**src/rtl/map_portb_scheduler.sv**
```systemverilog
// Port B arbiter for the map/candy BRAM: full-map refill from ROM, pacman
// read/clear-write, and round-robin ghost tile reads with tagged responses.
module map_portb_scheduler #(
  parameter int DATA_WIDTH = 4,
  parameter int DATA_DEPTH = 1152,
  parameter int ADDR_W     = 11
) (
  input  logic                  vga_pix_clk,
  input  logic                  rst,
  input  logic                  refill_start,
  output logic                  refill_busy,
  output logic                  refill_done,
  output logic [ADDR_W-1:0]     rom_addr,
  input  logic [DATA_WIDTH-1:0] rom_data,
  input  logic                  pac_req,
  input  logic                  pac_we,
  input  logic [ADDR_W-1:0]     pac_addr,
  input  logic [DATA_WIDTH-1:0] pac_wdata,
  output logic                  pac_gnt,
  input  logic [3:0]            ghost_req,
  input  logic [4*ADDR_W-1:0]   ghost_addr,
  output logic [3:0]            ghost_gnt,
  output logic                  rsp_valid,
  output logic [2:0]            rsp_id,
  output logic [DATA_WIDTH-1:0] rsp_data,
  output logic [ADDR_W-1:0]     bram_addr,
  output logic                  bram_we,
  output logic [DATA_WIDTH-1:0] bram_din,
  input  logic [DATA_WIDTH-1:0] bram_dout
);

  typedef enum logic [1:0] {IDLE, REFILL, FLUSH} state_t;

  localparam logic [ADDR_W-1:0] LAST = ADDR_W'(DATA_DEPTH - 1);

  state_t              state_q, state_d;
  logic [ADDR_W-1:0]   k_q, k_d;
  logic                done_q, done_d;
  logic [1:0]          ptr_q, ptr_d;
  logic                rsp_vld_q, rsp_vld_d;
  logic [2:0]          rsp_id_q, rsp_id_d;
  logic                rsp_oor_q, rsp_oor_d;

  logic                sel_valid;
  logic                sel_we;
  logic [ADDR_W-1:0]   sel_addr;
  logic [DATA_WIDTH-1:0] sel_din;
  logic [2:0]          sel_id;
  logic                found;
  logic [1:0]          idx;
  logic [1:0]          gi;
  logic                sel_in_range;

  function automatic logic addr_in_range(input logic [ADDR_W-1:0] a);
    return (int'(a) < DATA_DEPTH);
  endfunction

  always_comb begin
    state_d      = state_q;
    k_d          = k_q;
    done_d       = 1'b0;
    ptr_d        = ptr_q;
    rsp_vld_d    = 1'b0;
    rsp_id_d     = rsp_id_q;
    rsp_oor_d    = rsp_oor_q;
    pac_gnt      = 1'b0;
    ghost_gnt    = 4'b0000;
    bram_addr    = '0;
    bram_we      = 1'b0;
    bram_din     = '0;
    sel_valid    = 1'b0;
    sel_we       = 1'b0;
    sel_addr     = '0;
    sel_din      = '0;
    sel_id       = 3'd0;
    found        = 1'b0;
    idx          = 2'd0;
    gi           = 2'd0;
    sel_in_range = 1'b0;

    case (state_q)
      IDLE: begin
        if (!rst) begin
          if (refill_start) begin
            state_d = REFILL;
            k_d     = '0;
          end else if (pac_req) begin
            pac_gnt   = 1'b1;
            sel_valid = 1'b1;
            sel_we    = pac_we;
            sel_addr  = pac_addr;
            sel_din   = pac_wdata;
            sel_id    = 3'd4;
          end else if (|ghost_req) begin
            // Search starts at the pointer and wraps; first requester wins.
            for (int off = 0; off < 4; off++) begin
              idx = ptr_q + 2'(off);
              if (!found && ghost_req[idx]) begin
                found = 1'b1;
                gi    = idx;
              end
            end
            ghost_gnt[gi] = 1'b1;
            sel_valid     = 1'b1;
            sel_addr      = ghost_addr[gi*ADDR_W +: ADDR_W];
            sel_id        = {1'b0, gi};
            ptr_d         = gi + 2'd1;
          end
        end
      end
      REFILL: begin
        // ROM data lags its address by one cycle, so write entry k-1.
        if (k_q != '0) begin
          bram_addr = k_q - 1'b1;
          bram_we   = 1'b1;
          bram_din  = rom_data;
        end
        if (k_q == LAST) state_d = FLUSH;
        else             k_d     = k_q + 1'b1;
      end
      FLUSH: begin
        bram_addr = LAST;
        bram_we   = 1'b1;
        bram_din  = rom_data;
        done_d    = 1'b1;
        state_d   = IDLE;
      end
      default: state_d = IDLE;
    endcase

    if (sel_valid) begin
      sel_in_range = addr_in_range(sel_addr);
      bram_addr    = sel_addr;
      bram_we      = sel_we & sel_in_range;
      bram_din     = sel_din;
      if (!sel_we) begin
        rsp_vld_d = 1'b1;
        rsp_id_d  = sel_id;
        rsp_oor_d = ~sel_in_range;
      end
    end
  end

  always_ff @(posedge vga_pix_clk) begin
    if (rst) begin
      state_q   <= IDLE;
      k_q       <= '0;
      done_q    <= 1'b0;
      ptr_q     <= 2'd0;
      rsp_vld_q <= 1'b0;
    end else begin
      state_q   <= state_d;
      k_q       <= k_d;
      done_q    <= done_d;
      ptr_q     <= ptr_d;
      rsp_vld_q <= rsp_vld_d;
    end
  end

  // Response tag registers carry data only; outputs are gated by valid.
  always_ff @(posedge vga_pix_clk) begin
    rsp_id_q  <= rsp_id_d;
    rsp_oor_q <= rsp_oor_d;
  end

  assign refill_busy = (state_q != IDLE);
  assign refill_done = done_q;
  assign rom_addr    = k_q;
  assign rsp_valid   = rsp_vld_q;
  assign rsp_id      = rsp_vld_q ? rsp_id_q : 3'd0;
  assign rsp_data    = (rsp_vld_q && !rsp_oor_q) ? bram_dout : '0;

endmodule

```
**config.mk**
```make
export PLATFORM = sky130hd
export DESIGN_NAME = map_portb_scheduler
export DESIGN_NICKNAME = d
export VERILOG_FILES = /design/src/rtl/map_portb_scheduler.sv
export SDC_FILE = /design/constraint.sdc
export NUM_CORES = 1
export LEC_CHECK = 0
export ABC_CLOCK_PERIOD_IN_PS = 5300
export CAP_MARGIN = 10
export CORE_ASPECT_RATIO = 0.6
export CORE_MARGIN = 1
export CORE_UTILIZATION = 42
export DETAILED_ROUTE_END_ITERATION = 10
export GPL_ROUTABILITY_DRIVEN = 1
export PLACE_DENSITY = 0.87
export SKIP_CTS_REPAIR_TIMING = 1
export SYNTH_ARGS = -nofsm -noshare
export SYNTH_HDL_FRONTEND = slang
export SYNTH_SLANG_ARGS = --single-unit
```
**constraint.sdc**
```tcl
create_clock -name vga_pix_clk -period 5.3 [get_ports vga_pix_clk]
set_input_delay 0.795 -clock vga_pix_clk [delete_from_list [all_inputs] [get_ports vga_pix_clk]]
set_output_delay 0.795 -clock vga_pix_clk [all_outputs]
set_load 0.02 [all_outputs]
```
==> metrics.md <==
| Metric | Value |
|---|---|
| Crit path buf inv count | 3 |
| Root buf cell | clkbuf_8 |
| Hold Fails Final Rpt | 0 |
| Finished Layout Cells | 435 |
| Core area | 4680 um2 |
| Post-synthesis mux area share | 10.3% |
| Reg clk slew, reported paths | 0.07 ns |
| Final Max Slew Viols | 0 |
| CP endpoint kind | output port |
| Synth top area share | 16.2% |
| Rel. slew slack | 58.6% |
| Critical path class | primary input to output port |
| Status | complete, no violations |
| Vias per inst | 5.41 |
| Die footprint | 5280 um2 |
| Total power | 499 uW |
| Worst R2R Path Depth | 7 |
| Async SR Flop Fraction | 0% |
| Critical-path cell list | clkdlybuf4s50_1 -> nor4_1 -> inv_1 -> o21ai_1 -> nand2_1 -> a21oi_2 -> a21boi_0 -> a221o_1 -> clkdlybuf4s50_1 |
| Remaining routing DRC violations | 0 |
| Top delay family on crit path | buffers and inverters |
| TNS Setup | 0 ns |
| Beginning of the critical path | ghost_req[1] |
| Post-Syn Area | 2090 um2 |
| Distinct cell type count of the synthesized netlist | 62 |
| Syn Inst Count | 260 |
| Cts bufs inserted | 3 |
| Port bufs | 117 |
| GPL Wtd Cong | 0.905 |
| Main combinational cell family by area after synthesis | simple AND/OR/NAND/NOR gates |
| R2r startpoint | ptr_q[1] |
| Initial Util | 44.7% |
| Initial antenna violation count | 0 |
| Crit-path max FO | 11 |
| Max Clock Freq | 217 MHz |
| CTS Sinks | 21 |
| DR vias | 2354 |
| Crit path DAT | 3.80 ns |
| Register area share after synthesis | 22.0% |
| WL final | 6760 um |
| CP max stage cell | clkdlybuf4s50_1 |
| Hold crit path type | register to register |
| Layout cell share with drive strength beyond 1 | 7.53% |
| Global-route wire length before repair | 10900 um |
| Post-Syn Nets | 345 |
| Reg2reg setup slack | 3.01 ns |
| Global-route total usage across every layer | 26.3% |
| Worst path required time | 4.51 ns |
| Final nets | 458 |
| Die height | 56.7 um |
| Die width | 93.2 um |
| Antenna-violating nets left | 0 |
| Synth-to-Final Area Change | 58.2% |
| Min Tclk post-route | 4.60 ns |
| Commonest register cell after synthesis | dfxtp_1 |
| Crit-path most repeated cell | clkdlybuf4s50_1 |
| Clk_skew | 0.00507 ns |
| Routed len/inst | 15.5 um |
| Longest Clk Path Bufs | 2 |
| Gr ovfl total | 0 |
| I/O Pins | 118 |
| RSZ-0062 raised after global routing | false |
| Crit path to | bram_addr[1] |
| EDFF count, synth | 4 |
| Synth Area in Compound Gates | 18.1% |
| Area leader, netlist | dfxtp_1 |
| Tcrit/Tclk final | 86.8% |
| Fill count | 383 |
| Area contributors post-synth | dfxtp_1, mux2i_1, edfxtp_1 |
| Power per cell area | 151 nW/um2 |
| Simple-gate share of the synthesized area | 30.2% |
| Worst slew pin tran | 0.615 ns |
| Post-synthesis xor/xnor area fraction | 7.11% |
| CTS tree | built |
| Final setup violation count | 0 |
| Initial DRC count | 176 |
| Iteration count of the initial detailed-routing pass | 4 |
| Levels on crit path | 9 |
| Adder-cell share of the synthesized area | 5.38% |
| Max-cap violations | 0 |
| Avg Inst Size Synth | 8.06 um2 |
| H-tree levels | 1 |
| Clk_lat worst skew | 0.26 ns |
| Synthesized flop and latch total | 21 |
| Vias in the first global route | 2241 |
| Critical Path Start Type | primary input |
| Post-Place Cells | 431 |
| N_diodes | 0 |
| Worst R2R End | rsp_oor_q |
| CP peak stage delay | 0.60 ns |
| YS warnings | 0 |
| # rows | 19 |
| Peak supply drop | 0.0956 mV |
| Largest net degree at the start of global routing | 18 |
| Hpwl dp | 5590 um |
| Lkg Pwr | 0.00126 uW |
==> worst reg2reg max path: stages, from the launching register on <==
cell and delay, ns:
dfxtp_1 0.37, nand2_1 0.13, a311oi_1 0.16, nor2_2 0.29
buf_4 0.33, inv_1 0.18, o311a_2 0.45, a31oi_2 0.22
==> per-stage QoR <==
step | instance area (um2) | util (%) | worst slack, ns | hold slack [ns]
after floorplan | 2090 | - | 2.10 | 0.496
after global placement | 3270 | 69.8 | 0.938 | 0.516
after detailed placement | 3270 | 69.8 | 0.732 | 0.531
after CTS | 3310 | 70.7 | 0.730 | 0.545
after global routing | 3310 | 70.7 | 0.550 | 0.581
final | 3310 | 70.7 | 0.701 | 0.546
==> cell usage in the layout (no fill, tap or decap), drive strengths merged, types with 7 or more instances in the layout <==
cell type and count:
nand3 18, o21ai 10, a21oi 7, dfxtp 17, mux2i 19, nand2 27, and2 13, ha 9
xor2 11, nand2b 7, inv 11, nor2 25, clkdlybuf4s50 117
==> routing by layer <==
metal,track usage [%],part of all wire [%],vias up
li1,-,-,1155
met1,37.1,47,1072
met2,41.4,43,118
met3,5.01,8.8,9
met4,5.93,1.2,0
met5,0,0,-
==> cell usage after synthesis (2+ instances only) <==
cell      instances
buf_6             3
nor3_4            2
a21oi_1           5
o311a_2           3
nor4_1            2
nor2_1           24
a22o_1            4
nand4_1           4
o31ai_1           3
buf_2             2
clkbuf_1          3
xnor2_1           6
ha_1              9
o21ai_1           9
a21oi_2           2
or2_2             3
clkbuf_8          2
nor2b_1           4
and3_1            3
a211oi_1          2
mux2i_1          19
dfxtp_1          17
and2_1           13
or3_1             2
nand3_1          18
xor2_1           11
nor3_1            3
o22ai_1           3
nand2_1          27
inv_1            10
edfxtp_1          4
a211o_2           2
nand2b_1          7
==> where the power goes <==
group,internal [uW],total (uW),switching [uW]
Combinational,116,222,106
Sequential,167,172,4.79
Clock,53.6,105,51.5
Total,336,499,163
==> worst min path at each step <==
stage                     from  slack, ns  depth (start not counted)         end
finish              state_q[1]       0.55                          2  state_q[1]
global placement    state_q[1]       0.52                          2  state_q[1]
CTS                 state_q[1]       0.55                          2  state_q[1]
detailed placement  state_q[1]       0.53                          2  state_q[1]
floorplan           state_q[1]       0.50                          2  state_q[1]
global route        state_q[1]       0.58                          2  state_q[1]
==> sequential cells by signal (all words and copies together) (netlist names) <==
name         flops
rom_addr        11
rsp_id_q         3
ptr_q            2
state_q          2
refill_done      1
rsp_oor_q        1
rsp_valid        1
==> logic make-up after synthesis <==
group                      Yosys count
adders and majority gates            9
buffers and inverters               23
and+or+nand+nor                    119
AOI/OAI and AO/OA                   50
xor gates and xnor gates            17
DFF                                 21
muxes                               21
==> cell type report <==
type	instances	area, um2	share of cell area (%)
multi-input cells	216	1490	45.0
repair buffers	120	1190	36.0
flip-flops and latches	21	460	13.9
well taps	63	78.8	2.38
clock buffers	4	45.0	1.36
inverters	11	43.8	1.32
(Power assumes the default switching activity.)
